$ cat config.mk
export PLATFORM = sky130hd
export DESIGN_NAME = upsizing
export DESIGN_NICKNAME = d
export VERILOG_FILES = /design/src/rtl/upsizing.sv
export SDC_FILE = /design/constraint.sdc
export NUM_CORES = 1
export LEC_CHECK = 0
export CORE_UTILIZATION = 48
export DETAILED_ROUTE_END_ITERATION = 6
export PLACE_DENSITY = 0.9
export SLEW_MARGIN = 15
export SYNTH_ARGS = -nofsm -noshare
export SYNTH_HDL_FRONTEND = slang
export SYNTH_SLANG_ARGS = --single-unit
$ cat constraint.sdc
create_clock -name aclk -period 1.5 [get_ports aclk]
set_input_delay 0.3 -clock aclk [delete_from_list [all_inputs] [get_ports aclk]]
set_output_delay 0.3 -clock aclk [all_outputs]
set_load 0.005 [all_outputs]
$ cat src/rtl/upsizing.sv
// AXI-Stream width upsizer: packs pairs of W-bit beats into one 2W-bit word,
// first beat in the upper half; an odd tlast beat is flushed as a half word.
module upsizing #(
  parameter int W = 32
) (
  input  logic           aclk,
  input  logic           aresetn,
  input  logic [W-1:0]   in_tdata,
  input  logic           in_tvalid,
  input  logic           in_tlast,
  output logic           in_tready,
  output logic [2*W-1:0] out_tdata,
  output logic [1:0]     out_tkeep,
  output logic           out_tlast,
  output logic           out_tvalid,
  input  logic           out_tready
);

  // Handshake: a beat transfers on a rising edge where valid & ready are both
  // high; valid never waits on ready, and a stalled output holds all fields.
  typedef enum logic [1:0] {
    EMPTY = 2'd0,
    HALF  = 2'd1,
    FLUSH = 2'd3
  } state_t;

  state_t         state_q, state_d;
  logic [W-1:0]   hi_q;
  logic           half_valid, half_last;
  logic           out_free, in_fire;
  logic           hi_load, out_load;
  logic [2*W-1:0] load_data;
  logic [1:0]     load_keep;
  logic           load_last;

  assign half_valid = (state_q != EMPTY);
  assign half_last  = (state_q == FLUSH);
  assign out_free   = ~out_tvalid | out_tready;
  assign in_tready  = ~half_valid | (~half_last & out_free);
  assign in_fire    = in_tvalid & in_tready;

  always_ff @(posedge aclk or negedge aresetn) begin
    if (!aresetn) begin
      state_q <= EMPTY;
    end else begin
      state_q <= state_d;
    end
  end

  always_comb begin
    state_d   = state_q;
    hi_load   = 1'b0;
    out_load  = 1'b0;
    load_data = '0;
    load_keep = 2'b00;
    load_last = 1'b0;
    case (state_q)
      EMPTY: begin
        if (in_fire) begin
          hi_load = 1'b1;
          state_d = in_tlast ? FLUSH : HALF;
        end
      end
      HALF: begin
        if (in_fire) begin
          out_load  = 1'b1;
          load_data = {hi_q, in_tdata};
          load_keep = 2'b11;
          load_last = in_tlast;
          state_d   = EMPTY;
        end
      end
      FLUSH: begin
        // Lone last beat goes out in the upper half; lower half is padding.
        if (out_free) begin
          out_load  = 1'b1;
          load_data = {hi_q, {W{1'b0}}};
          load_keep = 2'b10;
          load_last = 1'b1;
          state_d   = EMPTY;
        end
      end
      default: state_d = EMPTY;
    endcase
  end

  always_ff @(posedge aclk or negedge aresetn) begin
    if (!aresetn) begin
      hi_q <= '0;
    end else if (hi_load) begin
      hi_q <= in_tdata;
    end
  end

  always_ff @(posedge aclk or negedge aresetn) begin
    if (!aresetn) begin
      out_tdata  <= '0;
      out_tkeep  <= 2'b00;
      out_tlast  <= 1'b0;
      out_tvalid <= 1'b0;
    end else if (out_load) begin
      out_tdata  <= load_data;
      out_tkeep  <= load_keep;
      out_tlast  <= load_last;
      out_tvalid <= 1'b1;
    end else if (out_tready) begin
      out_tvalid <= 1'b0;
    end
  end

endmodule

* Word-level counts from Yosys, hierarchy flattened
Index checks and enable logic that the tools add are counted.
** Word-level totals
- Register bits after elaboration :: 102
- Bits of input ports :: 37
- Output and inout bits :: 69
- Word-level logic and storage cells :: 41
** Operators by class
- Equal/unequal tests :: 5
- Muxes and demuxes :: 19
- Bitwise logic cells :: 7
- Reductions and logical operators :: 4
** Operators with widths (number)
- 2-to-1 mux 64 bit :: 2
- case mux 64 bit (2 select lines) :: 1
- 2-to-1 mux 2 bit :: 6
- 2-to-1 mux 1 bit :: 6
- case mux 2 bit (3 select lines) :: 1
- inequality test 2 bit, second input constant :: 2
- case mux 1 bit (2 select lines) :: 2
- case mux 2 bit (2 select lines) :: 1
- nonzero test 2 bit :: 2
- NOT 1 bit :: 3
- AND reduction 3 bit :: 1
- AND 1 bit :: 2
- == test 2 x 1 -> 1 bit, second input constant :: 1
- == test 2 bit, second input constant :: 1
- zero test 2 bit :: 1
- inequality test 2 x 1 -> 1 bit, second input constant :: 1
- bitwise OR 1 bit :: 2

* Depth between registers and ports, before layout
- Word-level depth :: 8
- Depth in mapped cells :: 6

* Least setup slack after synthesis
Ideal clock, no wire load.
- Path kind :: reg2reg
- Start point :: register state_q[1]
- End point :: register hi_q[10]
- Setup time :: 125 ps
- Arrival :: 1241 ps
- Setup slack :: 135 ps
- Stages on the path, launching flop included :: 5
- Buffers on the path :: 1
- Cell sequence :: dfrtp_1 nand2b_4 nor2_4 buf_4 mux2_2
** Between the ends
- Longest elaborated chain between the ends :: 7
** Ends and longest elaborated chain
- start, declared :: line 27 : state_t state_q, state_d;
- start signal, assigned :: line 46 : state_q <= state_d;
- == test 2 bit :: line 37 : assign half_last = (state_q == FLUSH);
- NOT 1 bit :: line 39 : assign in_tready = ~half_valid | (~half_last & out_free);
- AND 1 bit :: line 39
- bitwise OR 1 bit :: line 39
- AND 1 bit :: line 40 : assign in_fire = in_tvalid & in_tready;
- 2-to-1 mux 1 bit :: line 59 : if (in_fire) begin
- 2-to-1 mux 1 bit * :: line 57 : case (state_q)
- end signal, assigned :: line 91 : hi_q <= in_tdata;
- end, declared :: line 28 : logic [W-1:0] hi_q;
Every way passes the cells marked *; elsewhere a longest branch is shown, timed or not.
A chain may end at the register's enable or synchronous reset.

* Final worst setup path
- Start point :: register state_q[1]
- End point :: register out_tdata[43]
** Between the ends
- Longest elaborated chain between the ends :: 7
** Ends and longest elaborated chain
- == test 2 bit :: line 37, 57
- NOT 1 bit :: line 39
- AND 1 bit :: line 39
- bitwise OR 1 bit :: line 39
- AND 1 bit :: line 40
- 2-to-1 mux 64 bit or 2-to-1 mux 1 bit (tied branches) :: line 65 : if (in_fire) begin
- case mux 64 bit (2 select lines) or case mux 1 bit (2 select lines) (tied branches) :: line 57
- end signal, assigned :: line 102 : out_tdata <= load_data;
- end, declared :: line 12 : output logic [2*W-1:0] out_tdata,
Several ways; a longest one is shown, not always the timed one.

==> results.yml <==
cts:
  root_buffer: "clkbuf_8"
  cts_tree: "done"
  cts_buffers: 9
  clock_latency_ns: 0.35
  htree_levels: 3
  clockBufferDepth: 2
  cts_sinks: 102
  path_clk_slew_ns: 0.09
floorplan:
  initial_core_util_pct: 49.4
  ios: 106
  die_area_sq_um: 8790
  num_rows: 33
  coreArea_sq_um: 8180
  die-width_um: 93.7
  die_h_um: 93.7
yosys:
  syn_area_sq_um: 4040
  synth_top_cell_by_area: "dfrtp_1"
  synth.distinct_cells: 26
  synth_common_cells: "102 x dfrtp_1, 35 x nand2_1, 33 x inv_1"
  synth.avg_cell_area_sq_um: 13.4
  yosys_warnings: 0
  synthTopCellsByArea: "dfrtp_1 63%, mux2_2 8.4%, mux2i_1 7.9%, a22o_1 6.9%, nand2_1 3.3%"
  async_flop_share_pct: 100
  ys_seq_elements: 102
  synth_most_common_cell: "dfrtp_1"
  synth_seq_area_share_pct: 63.2
  synth_top_area_share_pct: 63.2
  syn_inst: 302
  synth_fp_nets: 339
  synth_edf_count: 0
  ys.flop_type: "dfrtp_1"
global_route:
  gr-usage-all-layers_pct: 21.4
  grt_max_degree: 36
  antenna_found_initial: 0
  grt_first_pass_wirelength_um: 14300
  grt_pass1_vias: 2971
  gr-total-overflow: 0
worst_setup_path:
  required_ns: 1.76
  path_depth: 5
  cpPeakStageDelay_ns: 0.42
  cp-end-kind: "register"
  critPathKind: "register to register"
  cp_top_family: "buffers and inverters"
  critical_path_arrival_ns: 1.82
  cpMostUsedCell: "buf_6"
  critPathBufInv: 3
  reg2regPathDepth: 5
  cp_slowest_cell: "dfrtp_1"
  critPathLaunchType: "register"
  path_cells: "buf_6 -> o211ai_1 -> buf_6 -> clkbuf_16 -> mux2i_1"
  rrSetupSlack_ns: -0.06
  crit_fanout: 8
timing:
  hold_viol_final: 0
  holdWs_ns: 0.380
  worstMarginPinSlew_ns: 0.324
  slew_viol_final: 0
  min_period_ns: 1.56
  fmax_mhz: 642
  timing.final.crit_share_pct: 104
  fin_skew_ns: 0.00920
  final.setup.worst_slack_ns: -0.0573
  setup-violations-final: 61
  rsz0062_at_grt: "yes"
  max_slew_margin_pct: 78.4
cells_and_area:
  multi_input_area_sq_um: 1280
  layout-drive-gt1-share_pct: 25.1
  fin_nets: 503
  final_cell_area_sq_um: 5970
  area_growth_pct: 47.9
  n_antenna_cell: 0
  regArea_sq_um: 2550
  nFillCells: 586
route:
  wl_met1_um: 4110
  vias: 2963
  wl_met2_um: 5160
  drcViolationCount: 0
  wire_per_inst_um: 17.0
  drt_iter0_markers: 72
  drt_wl_total_um: 9790
  dr_wl_met3_um: 426
  ant_nets: 0
  post_drt_via_cell_ratio: 5.15
  dr.pass1.iters: 4
  highest_layer: "met4"
pwr:
  combPwrFrac_pct: 44.9
  ir_drop_mv: 1.04
  p_sw_mw: 3.66
  p_per_area_nw_per_um2: 1970
  switching_share_pct: 31.2
  p_int_mw: 8.08
  p_leak_nw: 3.13
  finalPower_mw: 11.7
  p_clk_share_pct: 15.6
  power_frac_seq_pct: 39.5
placed_design:
  hpwl_um: 6050
  gp_congestion: 0.782
  placed_area_sq_um: 5370
  numPortBuffers: 105
run_status:
  status: "finished with violations"
  violations: "setup timing"
worst_hold_path:
  hp-class: "primary input to async pin"
flow_run:
  max_cap_viol_count: 0
-- power groups by stage --
stage | logic [mW] | registers (mW) | clock network (mW)
final | 5.27 | 4.64 | 1.84
after global routing | 5.67 | 4.79 | 2.00
after CTS | 4.77 | 4.60 | 1.88
after detailed placement | 4.73 | 4.71 | 0
after global placement | 4.55 | 4.63 | 0
after floorplan | 2.29 | 4.62 | 0
-- layer usage --
| layer | up-vias | GRT usage [%] |
|---|---|---|
| met1 | 1521 | 26.4 |
| met3 | 10 | 4.69 |
| met2 | 83 | 37.5 |
| met5 | - | 0 |
| li1 | 1349 | - |
| met4 | 0 | 5.90 |
-- per-stage QoR --
stage	setup WS, ns	instances	TNS, ns	utilization, %
finish	-0.0573	575	-1.79	73.1
global route	-0.109	575	-5.69	73.1
CTS	-0.0285	565	-0.347	70.2
detailed placement	-0.304	520	-24.61	65.7
global placement	-0.317	520	-20.38	65.7
floorplan	0.135	302	0	-
-- worst reg2reg max path, cell delays in order, from the launching register on --
cell       delay (ns)
dfrtp_1          0.42
buf_6            0.14
o211ai_1         0.29
buf_6            0.22
clkbuf_16        0.18
mux2i_1          0.22
-- layout by cell type, fill, tap and decap left out, types with 2 or more instances in the layout --
cell / synthesis / layout
nand2b_1: 2 / 2
clkbuf_8: 0 / 9
mux2_1: 2 / 2
o21ai_0: 2 / 2
dfrtp_1: 102 / 102
bufinv_16: 0 / 2
clkbuf_16: 0 / 4
buf_12: 0 / 7
dlymetal6s2s_1: 0 / 2
mux2_2: 30 / 17
inv_1: 33 / 33
clkdlybuf4s50_1: 0 / 35
buf_4: 5 / 44
dlygate4sd2_1: 0 / 66
mux2i_1: 32 / 30
buf_6: 5 / 12
clkinv_2: 0 / 2
a22o_1: 32 / 32
nand2_1: 35 / 35
mux2i_2: 0 / 2
mux2_4: 0 / 13
-- state kept, by name (all words and copies together), names as in the netlist --
signal / cells
out_tkeep: 2
out_tdata: 64
out_tvalid: 1
state_q: 2
hi_q: 32
out_tlast: 1
-- final timing paths --
kind	start	to
min reg2reg	out_tkeep[1]	out_tkeep[1]
max in group asynchronous	aresetn	out_tdata[43]
max reg2reg	state_q[1]	out_tdata[43]
min in group aclk	out_tkeep[1]	out_tkeep[1]
min	aresetn	out_tdata[8]
max	state_q[1]	out_tdata[43]
-- layout make-up --
type,instances,share of cell area (%)
clock buffer,9,2.07
multi-input combinational,148,21.5
sequential,102,42.7
tap,105,2.20
timing repair buffer,172,28.0
clock inverter,6,1.45
inverter,33,2.07
-- cells by family (layout without fill, tap and decap cells) --
kind of cell / count (synthesis) / count (layout) / synth area share (%)
flip-flops: 102 / 102 / 63.2
AO/OA/AOI/OAI: 40 / 40 / 8.30
buffers and inverters: 52 / 220 / 6.44
AND/OR/NAND/NOR: 43 / 43 / 4.99
XOR/XNOR: 1 / 1 / 0.217
multiplexers: 64 / 64 / 16.9
-- repair_timing --
action                                  CTS  global route
pin swaps                                 2             4
hold buffers                              1             0
resized for setup                        74            23
hold endpoints to repair                 20             0
gates cloned                              0             6
endpoints found under the setup margin   69            90
setup buffers                            29             5
No activity file was read; power rests on OpenSTA's default activity.
